### config.mk
export PLATFORM = sky130hd
export DESIGN_NAME = stage_mem_flat
export DESIGN_NICKNAME = d
export VERILOG_FILES = /design/src/rtl/stage_mem_pkg.sv /design/src/rtl/stage_mem_if.sv /design/src/rtl/stage_mem_align.sv /design/src/rtl/stage_mem.sv /design/src/flat_wrapper.sv
export SDC_FILE = /design/constraint.sdc
export NUM_CORES = 1
export LEC_CHECK = 0
export CORE_ASPECT_RATIO = 1.25
export CORE_MARGIN = 2
export CORE_UTILIZATION = 30
export DETAILED_ROUTE_END_ITERATION = 6
export PLACE_DENSITY_LB_ADDON = 0.08
export SYNTH_ARGS = -nofsm -noshare
export SYNTH_HDL_FRONTEND = slang
export SYNTH_SLANG_ARGS = --single-unit
export TNS_END_PERCENT = 10
### constraint.sdc
create_clock -name clk -period 3.9 [get_ports clk]
set_input_delay 1.17 -clock clk [delete_from_list [all_inputs] [get_ports clk]]
set_output_delay 1.17 -clock clk [all_outputs]
set_load 0.02 [all_outputs]
### src/rtl/stage_mem_pkg.sv
// Shared types and constants for the RV32I MEM stage: FSM states, load/store
// func3 codes and a legality helper used by the alignment logic.
package stage_mem_pkg;

    typedef enum logic [1:0] {
        ST_IDLE = 2'd0,
        ST_REQ  = 2'd1,
        ST_RESP = 2'd2,
        ST_DONE = 2'd3
    } state_e;

    localparam logic [2:0] F3_LB  = 3'b000;
    localparam logic [2:0] F3_LH  = 3'b001;
    localparam logic [2:0] F3_LW  = 3'b010;
    localparam logic [2:0] F3_LBU = 3'b100;
    localparam logic [2:0] F3_LHU = 3'b101;
    localparam logic [2:0] F3_SB  = 3'b000;
    localparam logic [2:0] F3_SH  = 3'b001;
    localparam logic [2:0] F3_SW  = 3'b010;

    function automatic logic f3_legal(input logic is_store, input logic [2:0] f3);
        logic ok;
        if (is_store) begin
            ok = (f3 == F3_SB) || (f3 == F3_SH) || (f3 == F3_SW);
        end else begin
            ok = (f3 == F3_LB) || (f3 == F3_LH) || (f3 == F3_LW) ||
                 (f3 == F3_LBU) || (f3 == F3_LHU);
        end
        return ok;
    endfunction

endpackage

### src/rtl/stage_mem_if.sv
// Data-memory request/grant/response bus between the MEM stage and data memory.
interface stage_mem_if;
    logic        dmem_req;
    logic        dmem_we;
    logic [31:0] dmem_addr;
    logic [31:0] dmem_wdata;
    logic [3:0]  dmem_be;
    logic        dmem_gnt;
    logic        dmem_rvalid;
    logic [31:0] dmem_rdata;

    modport master (
        output dmem_req, dmem_we, dmem_addr, dmem_wdata, dmem_be,
        input  dmem_gnt, dmem_rvalid, dmem_rdata
    );

    modport slave (
        input  dmem_req, dmem_we, dmem_addr, dmem_wdata, dmem_be,
        output dmem_gnt, dmem_rvalid, dmem_rdata
    );
endinterface

### src/rtl/stage_mem_align.sv
// Combinational lane logic: byte enables and replicated store data, load
// extraction with sign/zero extension, and the misaligned/illegal flag.
module mem_align
    import stage_mem_pkg::*;
(
    input  logic [2:0]  func3_i,
    input  logic [1:0]  addr_lo_i,
    input  logic        is_store_i,
    input  logic [31:0] store_data_i,
    input  logic [31:0] rdata_i,
    output logic [3:0]  be_o,
    output logic [31:0] wdata_o,
    output logic [31:0] load_data_o,
    output logic        bad_o
);

    logic [31:0] shifted;
    logic [7:0]  byte_val;
    logic [15:0] half_val;

    always_comb begin
        shifted  = rdata_i >> {addr_lo_i, 3'b000};
        byte_val = shifted[7:0];
        half_val = addr_lo_i[1] ? rdata_i[31:16] : rdata_i[15:0];

        be_o    = 4'b1111;
        wdata_o = store_data_i;
        if (is_store_i) begin
            case (func3_i[1:0])
                2'b00: begin
                    be_o    = 4'b0001 << addr_lo_i;
                    wdata_o = {4{store_data_i[7:0]}};
                end
                2'b01: begin
                    be_o    = addr_lo_i[1] ? 4'b1100 : 4'b0011;
                    wdata_o = {2{store_data_i[15:0]}};
                end
                default: ;
            endcase
        end

        case (func3_i)
            F3_LB:   load_data_o = {{24{byte_val[7]}}, byte_val};
            F3_LH:   load_data_o = {{16{half_val[15]}}, half_val};
            F3_LW:   load_data_o = rdata_i;
            F3_LBU:  load_data_o = {24'h0, byte_val};
            F3_LHU:  load_data_o = {16'h0, half_val};
            default: load_data_o = 32'h0;
        endcase

        // func3[1:0] encodes the access width for every legal load and store
        bad_o = !f3_legal(is_store_i, func3_i) ||
                ((func3_i[1:0] == 2'b01) && addr_lo_i[0]) ||
                ((func3_i[1:0] == 2'b10) && (addr_lo_i != 2'b00));
    end

endmodule

### src/rtl/stage_mem.sv
// RV32I MEM stage: drives the data-memory handshake, stalls the pipeline
// while an access is outstanding and formats load results for MEM/WB.
module stage_mem
    import stage_mem_pkg::*;
#(
    parameter int WAIT_MAX = 16,
    parameter int CNT_W    = 5
) (
    input  logic        clk,
    input  logic        rstn,
    input  logic        me_valid,
    input  logic        me_mem_read,
    input  logic        me_mem_write,
    input  logic [2:0]  me_func3_code,
    input  logic [31:0] me_alu_o,
    input  logic [31:0] me_regs_data2,
    stage_mem_if.master dmem,
    output logic        me_stall,
    output logic [31:0] me_load_data,
    output logic        me_misalign,
    output logic        me_bus_err
);

    state_e      state_q, state_d;
    logic [CNT_W-1:0] cnt_q, cnt_d;
    logic        req_q, req_d;
    logic        we_q, we_d;
    logic [31:0] addr_q, addr_d;
    logic [31:0] wdata_q, wdata_d;
    logic [3:0]  be_q, be_d;
    logic [1:0]  off_q, off_d;
    logic [2:0]  f3_q, f3_d;
    logic        store_q, store_d;
    logic [31:0] load_q, load_d;
    logic        misalign_q, misalign_d;
    logic        bus_err_q, bus_err_d;

    logic        start;
    logic        is_store_live;
    logic        in_idle;
    logic        timeout;
    logic [2:0]  al_f3;
    logic [1:0]  al_off;
    logic        al_store;
    logic [3:0]  al_be;
    logic [31:0] al_wdata;
    logic [31:0] al_load;
    logic        al_bad;

    assign start         = me_valid && (me_mem_read || me_mem_write);
    assign is_store_live = me_mem_write && !me_mem_read;
    assign in_idle       = (state_q == ST_IDLE);
    assign timeout       = (cnt_q >= CNT_W'(WAIT_MAX - 1));

    // Live fields decide legality at start; registered ones format the response
    assign al_f3    = in_idle ? me_func3_code : f3_q;
    assign al_off   = in_idle ? me_alu_o[1:0] : off_q;
    assign al_store = in_idle ? is_store_live : store_q;

    mem_align u_align (
        .func3_i      (al_f3),
        .addr_lo_i    (al_off),
        .is_store_i   (al_store),
        .store_data_i (me_regs_data2),
        .rdata_i      (dmem.dmem_rdata),
        .be_o         (al_be),
        .wdata_o      (al_wdata),
        .load_data_o  (al_load),
        .bad_o        (al_bad)
    );

    always_comb begin
        state_d    = state_q;
        cnt_d      = cnt_q;
        req_d      = req_q;
        we_d       = we_q;
        addr_d     = addr_q;
        wdata_d    = wdata_q;
        be_d       = be_q;
        off_d      = off_q;
        f3_d       = f3_q;
        store_d    = store_q;
        load_d     = 32'h0;
        misalign_d = 1'b0;
        bus_err_d  = 1'b0;

        case (state_q)
            ST_IDLE: begin
                if (start) begin
                    f3_d    = me_func3_code;
                    off_d   = me_alu_o[1:0];
                    store_d = is_store_live;
                    if (al_bad) begin
                        misalign_d = 1'b1;
                        state_d    = ST_DONE;
                    end else begin
                        req_d   = 1'b1;
                        we_d    = is_store_live;
                        addr_d  = {me_alu_o[31:2], 2'b00};
                        wdata_d = al_wdata;
                        be_d    = al_be;
                        cnt_d   = '0;
                        state_d = ST_REQ;
                    end
                end
            end
            ST_REQ: begin
                if (dmem.dmem_gnt) begin
                    req_d = 1'b0;
                    if (store_q) begin
                        state_d = ST_DONE;
                    end else if (dmem.dmem_rvalid) begin
                        load_d  = al_load;
                        state_d = ST_DONE;
                    end else begin
                        cnt_d   = cnt_q + CNT_W'(1);
                        state_d = ST_RESP;
                    end
                end else if (timeout) begin
                    req_d     = 1'b0;
                    bus_err_d = 1'b1;
                    state_d   = ST_DONE;
                end else begin
                    cnt_d = cnt_q + CNT_W'(1);
                end
            end
            ST_RESP: begin
                if (dmem.dmem_rvalid) begin
                    load_d  = al_load;
                    state_d = ST_DONE;
                end else if (timeout) begin
                    bus_err_d = 1'b1;
                    state_d   = ST_DONE;
                end else begin
                    cnt_d = cnt_q + CNT_W'(1);
                end
            end
            ST_DONE: begin
                state_d = ST_IDLE;
            end
            default: state_d = ST_IDLE;
        endcase
    end

    always_ff @(posedge clk or negedge rstn) begin
        if (!rstn) begin
            state_q    <= ST_IDLE;
            cnt_q      <= '0;
            req_q      <= 1'b0;
            we_q       <= 1'b0;
            addr_q     <= 32'h0;
            wdata_q    <= 32'h0;
            be_q       <= 4'h0;
            off_q      <= 2'b00;
            f3_q       <= 3'b000;
            store_q    <= 1'b0;
            load_q     <= 32'h0;
            misalign_q <= 1'b0;
            bus_err_q  <= 1'b0;
        end else begin
            state_q    <= state_d;
            cnt_q      <= cnt_d;
            req_q      <= req_d;
            we_q       <= we_d;
            addr_q     <= addr_d;
            wdata_q    <= wdata_d;
            be_q       <= be_d;
            off_q      <= off_d;
            f3_q       <= f3_d;
            store_q    <= store_d;
            load_q     <= load_d;
            misalign_q <= misalign_d;
            bus_err_q  <= bus_err_d;
        end
    end

    // Stall is held low while reset is asserted even if EX presents a load
    assign me_stall = rstn && ((in_idle && start) ||
                               (state_q == ST_REQ) || (state_q == ST_RESP));

    assign dmem.dmem_req   = req_q;
    assign dmem.dmem_we    = we_q;
    assign dmem.dmem_addr  = addr_q;
    assign dmem.dmem_wdata = wdata_q;
    assign dmem.dmem_be    = be_q;
    assign me_load_data    = load_q;
    assign me_misalign     = misalign_q;
    assign me_bus_err      = bus_err_q;

endmodule

### src/flat_wrapper.sv
// flat-port wrapper written by rule: the top's interface ports become plain ports
module stage_mem_flat import stage_mem_pkg::*;
#(
    parameter int WAIT_MAX = 16,
    parameter int CNT_W    = 5
)
  (clk, rstn, me_valid, me_mem_read, me_mem_write, me_func3_code, me_alu_o, me_regs_data2, me_stall, me_load_data, me_misalign, me_bus_err, dmem_dmem_req, dmem_dmem_we, dmem_dmem_addr, dmem_dmem_wdata, dmem_dmem_be, dmem_dmem_gnt, dmem_dmem_rvalid, dmem_dmem_rdata);
  stage_mem_if dmem_i ();
  input  logic clk;
  input  logic rstn;
  input  logic me_valid;
  input  logic me_mem_read;
  input  logic me_mem_write;
  input  logic [2:0] me_func3_code;
  input  logic [31:0] me_alu_o;
  input  logic [31:0] me_regs_data2;
  output logic me_stall;
  output logic [31:0] me_load_data;
  output logic me_misalign;
  output logic me_bus_err;
  output wire logic [$bits(dmem_i.dmem_req)-1:0] dmem_dmem_req;
  output wire logic [$bits(dmem_i.dmem_we)-1:0] dmem_dmem_we;
  output wire logic [$bits(dmem_i.dmem_addr)-1:0] dmem_dmem_addr;
  output wire logic [$bits(dmem_i.dmem_wdata)-1:0] dmem_dmem_wdata;
  output wire logic [$bits(dmem_i.dmem_be)-1:0] dmem_dmem_be;
  input wire logic [$bits(dmem_i.dmem_gnt)-1:0] dmem_dmem_gnt;
  input wire logic [$bits(dmem_i.dmem_rvalid)-1:0] dmem_dmem_rvalid;
  input wire logic [$bits(dmem_i.dmem_rdata)-1:0] dmem_dmem_rdata;
  assign dmem_dmem_req = dmem_i.dmem_req;
  assign dmem_dmem_we = dmem_i.dmem_we;
  assign dmem_dmem_addr = dmem_i.dmem_addr;
  assign dmem_dmem_wdata = dmem_i.dmem_wdata;
  assign dmem_dmem_be = dmem_i.dmem_be;
  assign dmem_i.dmem_gnt = dmem_dmem_gnt;
  assign dmem_i.dmem_rvalid = dmem_dmem_rvalid;
  assign dmem_i.dmem_rdata = dmem_dmem_rdata;
  stage_mem #(.WAIT_MAX(WAIT_MAX), .CNT_W(CNT_W)) u_core (.clk(clk), .rstn(rstn), .me_valid(me_valid), .me_mem_read(me_mem_read), .me_mem_write(me_mem_write), .me_func3_code(me_func3_code), .me_alu_o(me_alu_o), .me_regs_data2(me_regs_data2), .dmem(dmem_i), .me_stall(me_stall), .me_load_data(me_load_data), .me_misalign(me_misalign), .me_bus_err(me_bus_err));
endmodule
==> results.rst <==
.. list-table::
   :header-rows: 1

   * - Metric
     - Value
   * - Crit path depth
     - 5
   * - Number of global-route vias before repair
     - 5262
   * - Clk buf depth
     - 2
   * - CTS buffer count
     - 17
   * - Buffer and inverter count on the worst path
     - 2
   * - Critical Path End
     - me_stall
   * - Maximum frequency from static timing analysis
     - 0.2756 GHz
   * - Fin Clk Skew
     - 0.008544 ns
   * - Critical setup path kind
     - input pin to primary output
   * - Final clock period utilization by the worst path
     - 93.04%
   * - Post-Place Cells
     - 1031
   * - Setup repair after global routing missed its margin
     - false
   * - Largest area contributor in the netlist
     - sky130_fd_sc_hd__dfrtp_1
   * - R2R Setup Slk
     - 1.07 ns
   * - Post-Route WL
     - 18030 um
   * - Average detailed-routed wire length per instance
     - 16.96 um
   * - Run status
     - complete, no violations
   * - Share of final-layout standard cells stronger than drive strength 1
     - 9.386%
   * - Most used cells in the layout excluding fill and tap cells
     - sky130_fd_sc_hd__clkdlybuf4s50_1, sky130_fd_sc_hd__nand2_1, sky130_fd_sc_hd__dfrtp_1, sky130_fd_sc_hd__a21oi_1, sky130_fd_sc_hd__o21ai_0
   * - I/O pin count
     - 211
   * - Type of element launching the critical path
     - input pin
   * - Die outline area
     - 19960 sq um
   * - Stage delay of the slowest cell on the critical path
     - 0.50 ns
   * - CP required
     - 2.73 ns
   * - Post-synth EDFFs
     - 0
   * - Number of post-CTS setup repair buffers
     - 0
   * - Post-synthesis sequential area ratio
     - 50.92%
   * - Nets@finish
     - 929
   * - Clk slew on worst S/H paths
     - 0.06 ns
   * - Synth area leaders
     - sky130_fd_sc_hd__dfrtp_1, sky130_fd_sc_hd__nand2_1, sky130_fd_sc_hd__mux2i_1, sky130_fd_sc_hd__a21oi_1, sky130_fd_sc_hd__a31oi_1
   * - Standard-cell rows
     - 56
   * - Pre-Repair DR Iteration Count
     - 7
   * - Setup violations, final
     - 0
   * - CTS root buf
     - sky130_fd_sc_hd__clkbuf_16
   * - Startpoint of the lowest-slack register-to-register path
     - u_core.state_q[0]
   * - Fraction of synthesized cell area taken by the top area cell type
     - 50.92%
   * - Post-synthesis to final-layout area growth
     - 51.32%
   * - Overall Global Routing Usage
     - 18.22%
   * - DRT antenna net count
     - 0
   * - Max-Cap Viols
     - 0
   * - Hold Buf Count CTS
     - 0
   * - Worst slew margin relative to its limit
     - 43.93%
   * - Minimum clock period
     - 3.629 ns
   * - Weighted congestion reported at the end of routability-driven placement
     - 0.8088
   * - Starting DRC count in detailed routing
     - 292
   * - Unique masters post-synth
     - 56
   * - Core outline area
     - 18640 sq um
   * - Number of vias per cell after detailed routing
     - 4.935
   * - I/O Buffers
     - 208
   * - Launch point of the critical path
     - me_mem_write
   * - Crit path max-delay cell type
     - sky130_fd_sc_hd__clkdlybuf4s50_1
   * - Power density over the cells
     - 797.1 nW/um^2
   * - Flip-flop and latch count after synthesis
     - 115
   * - Hold Worst Slack
     - 0.4749 ns
   * - Synthesized instance count
     - 611
   * - Netlist area before placement
     - 5652 sq um
   * - CP max FO
     - 3
   * - Maximum number of pins on one net before global-route repair
     - 62
   * - Post-cts repair resize count
     - 0
   * - Fin cells
     - 1063
   * - Most common flop cell mapped by yosys
     - sky130_fd_sc_hd__dfrtp_1
   * - Die extent in y
     - 157.5 um
   * - Share of async-settable or async-resettable flops after synthesis
     - 100.0%
   * - Initial Utilization
     - 30.32%
   * - Number of cell instances on the worst register-to-register path
     - 8
   * - Initial antenna violation count
     - 0
   * - # diodes
     - 0
   * - Total placed instance area
     - 7956 sq um
   * - Worst voltage drop across the vdd grid
     - 0.0003427 V
   * - Count of final hold-check violations
     - 0
   * - Total via count after detailed routing
     - 5246
   * - CTS H-tree lvls
     - 4
   * - Average cell area after synthesis
     - 9.250 sq um
   * - Category of cells accounting for the largest share of critical-path delay
     - buffers and inverters
   * - Final-report max-slew violation count
     - 0
   * - Clock Latency Late Sink
     - 0.41 ns
   * - Class of the tightest hold or removal check
     - register to register
   * - Arrival time at the worst endpoint
     - 2.46 ns
   * - Critical path, cell by cell
     - clkdlybuf4s50_1, o21ai_0, or2_2, a21boi_0, buf_4
   * - Synth Warn #
     - 0
   * - Least-Margin Pin Slew
     - 0.8402 ns
   * - Most common library cell in the layout ignoring fill and taps
     - sky130_fd_sc_hd__clkdlybuf4s50_1
   * - HPWL after detailed placement
     - 13220 um
   * - Chip width
     - 126.8 um
   * - DR DRC count
     - 0
   * - TritonCTS sink count
     - 115
   * - Setup TNS Final
     - 0 ns
   * - LEAKAGE
     - 0.003656 uW
   * - CTS tree
     - built
   * - Capture instance of the worst register-to-register path
     - u_core.me_load_data[22]
   * - Global-route wire length before repair
     - 28480 um
   * - Endpoint kind of the worst setup timing path
     - primary output
   * - Remaining global-route overflow
     - 0
   * - Final non-filler cell area
     - 8552 sq um
-- report_power, final --
group / internal (uW) / switching [uW] / total, uW
clock: 962 / 592 / 1550
combinational: 1410 / 1960 / 3370
sequential: 1620 / 270 / 1890
total: 3990 / 2830 / 6820
-- cell usage after synthesis (2+ instances only) --
library cell,instances
sky130_fd_sc_hd__a22oi_1,10
sky130_fd_sc_hd__a311oi_1,6
sky130_fd_sc_hd__mux2i_4,3
sky130_fd_sc_hd__nand3_1,21
sky130_fd_sc_hd__o211ai_1,7
sky130_fd_sc_hd__nor2b_1,4
sky130_fd_sc_hd__nor2_1,17
sky130_fd_sc_hd__nor4_1,6
sky130_fd_sc_hd__and3_1,2
sky130_fd_sc_hd__mux2i_1,18
sky130_fd_sc_hd__a31oi_1,19
sky130_fd_sc_hd__nand2b_1,5
sky130_fd_sc_hd__o2bb2ai_1,3
sky130_fd_sc_hd__buf_6,3
sky130_fd_sc_hd__dfrtp_1,115
sky130_fd_sc_hd__mux2_2,6
sky130_fd_sc_hd__o31ai_1,2
sky130_fd_sc_hd__ha_1,5
sky130_fd_sc_hd__a211o_1,4
sky130_fd_sc_hd__a2bb2oi_1,2
sky130_fd_sc_hd__buf_2,16
sky130_fd_sc_hd__or2_2,2
sky130_fd_sc_hd__buf_4,5
sky130_fd_sc_hd__a21oi_1,32
sky130_fd_sc_hd__inv_1,9
sky130_fd_sc_hd__o21ai_1,21
sky130_fd_sc_hd__nand2_1,194
sky130_fd_sc_hd__clkbuf_1,11
sky130_fd_sc_hd__o21ai_0,23
sky130_fd_sc_hd__nor3_1,4
sky130_fd_sc_hd__a21o_1,3
sky130_fd_sc_hd__nor3b_1,2
sky130_fd_sc_hd__o21ai_2,6
sky130_fd_sc_hd__o2111ai_1,2
sky130_fd_sc_hd__mux2_4,2
-- per-layer routing --
layer	part of all wire (%)	GRT usage, %
met5	0	0
met4	1.5	5.808
met3	8.3	6.016
met2	48	29.88
met1	42	22.83
-- worst min-delay path, cell delays in order (launching register included) --
cell and delay, ns:
sky130_fd_sc_hd__dfrtp_1 0.33, sky130_fd_sc_hd__nand2_1 0.06, sky130_fd_sc_hd__o21ai_2 0.05
-- flip-flops by register name, indices dropped and copies added, names as in the netlist --
| name | cells |
|---|---|
| u_core.dmem.dmem_wdata | 32 |
| u_core.me_load_data | 32 |
| u_core.dmem.dmem_addr | 30 |
| u_core.cnt_q | 5 |
| u_core.dmem.dmem_be | 4 |
| u_core.f3_q | 3 |
| u_core.off_q | 2 |
| u_core.state_q | 2 |
| u_core.dmem.dmem_req | 1 |
| u_core.dmem.dmem_we | 1 |
| u_core.me_bus_err | 1 |
| u_core.me_misalign | 1 |
| u_core.store_q | 1 |
-- kinds of logic (layout without fill, tap and decap cells) --
group | Yosys count | in the layout | share of synthesized area (%)
adders and majority gates | 5 | 5 | 1.107
DFF | 115 | 115 | 50.92
AOI/OAI and AO/OA | 151 | 151 | 17.67
and+or+nand+nor | 265 | 265 | 19.88
muxes | 30 | 30 | 6.354
other | 1 | 2 | 0.06635
buffers and inverters | 44 | 263 | 4.007
-- cell type report --
class / instances / area, sq um
clock buffers: 18 / 439.2
flip-flops and latches: 115 / 2878
inverters: 9 / 33.78
clock inverters: 14 / 156.4
repair buffers: 222 / 2195
fillers: 1781 / 10090
multi-input cells: 453 / 2560
well taps: 232 / 290.3
-- how the worst min path moves through the flow --
stage	startpoint	endpoint	slack, ns	depth (start not counted)
floorplan	u_core.cnt_q[1]	u_core.cnt_q[1]	0.47	1
global placement	u_core.dmem.dmem_wdata[0]	u_core.dmem.dmem_wdata[0]	0.46	2
detailed placement	u_core.dmem.dmem_addr[3]	u_core.dmem.dmem_addr[3]	0.46	2
CTS	u_core.dmem.dmem_addr[18]	u_core.dmem.dmem_addr[18]	0.48	2
global route	u_core.dmem.dmem_addr[24]	u_core.dmem.dmem_addr[24]	0.49	2
finish	u_core.dmem.dmem_wdata[28]	u_core.dmem.dmem_wdata[28]	0.47	2
-- metrics by stage --
stage	setup slack, ns	total power (uW)	utilization (%)
4_1_cts	0.2739	6900	45.88
3_3_place_gp	0.2584	5235	42.69
6_report	0.2715	6817	45.88
3_5_place_dp	0.2775	5296	42.69
5_1_grt	0.2134	7304	45.88
2_1_floorplan	0.3493	3931	-
Power figures use the tool's default switching activity.
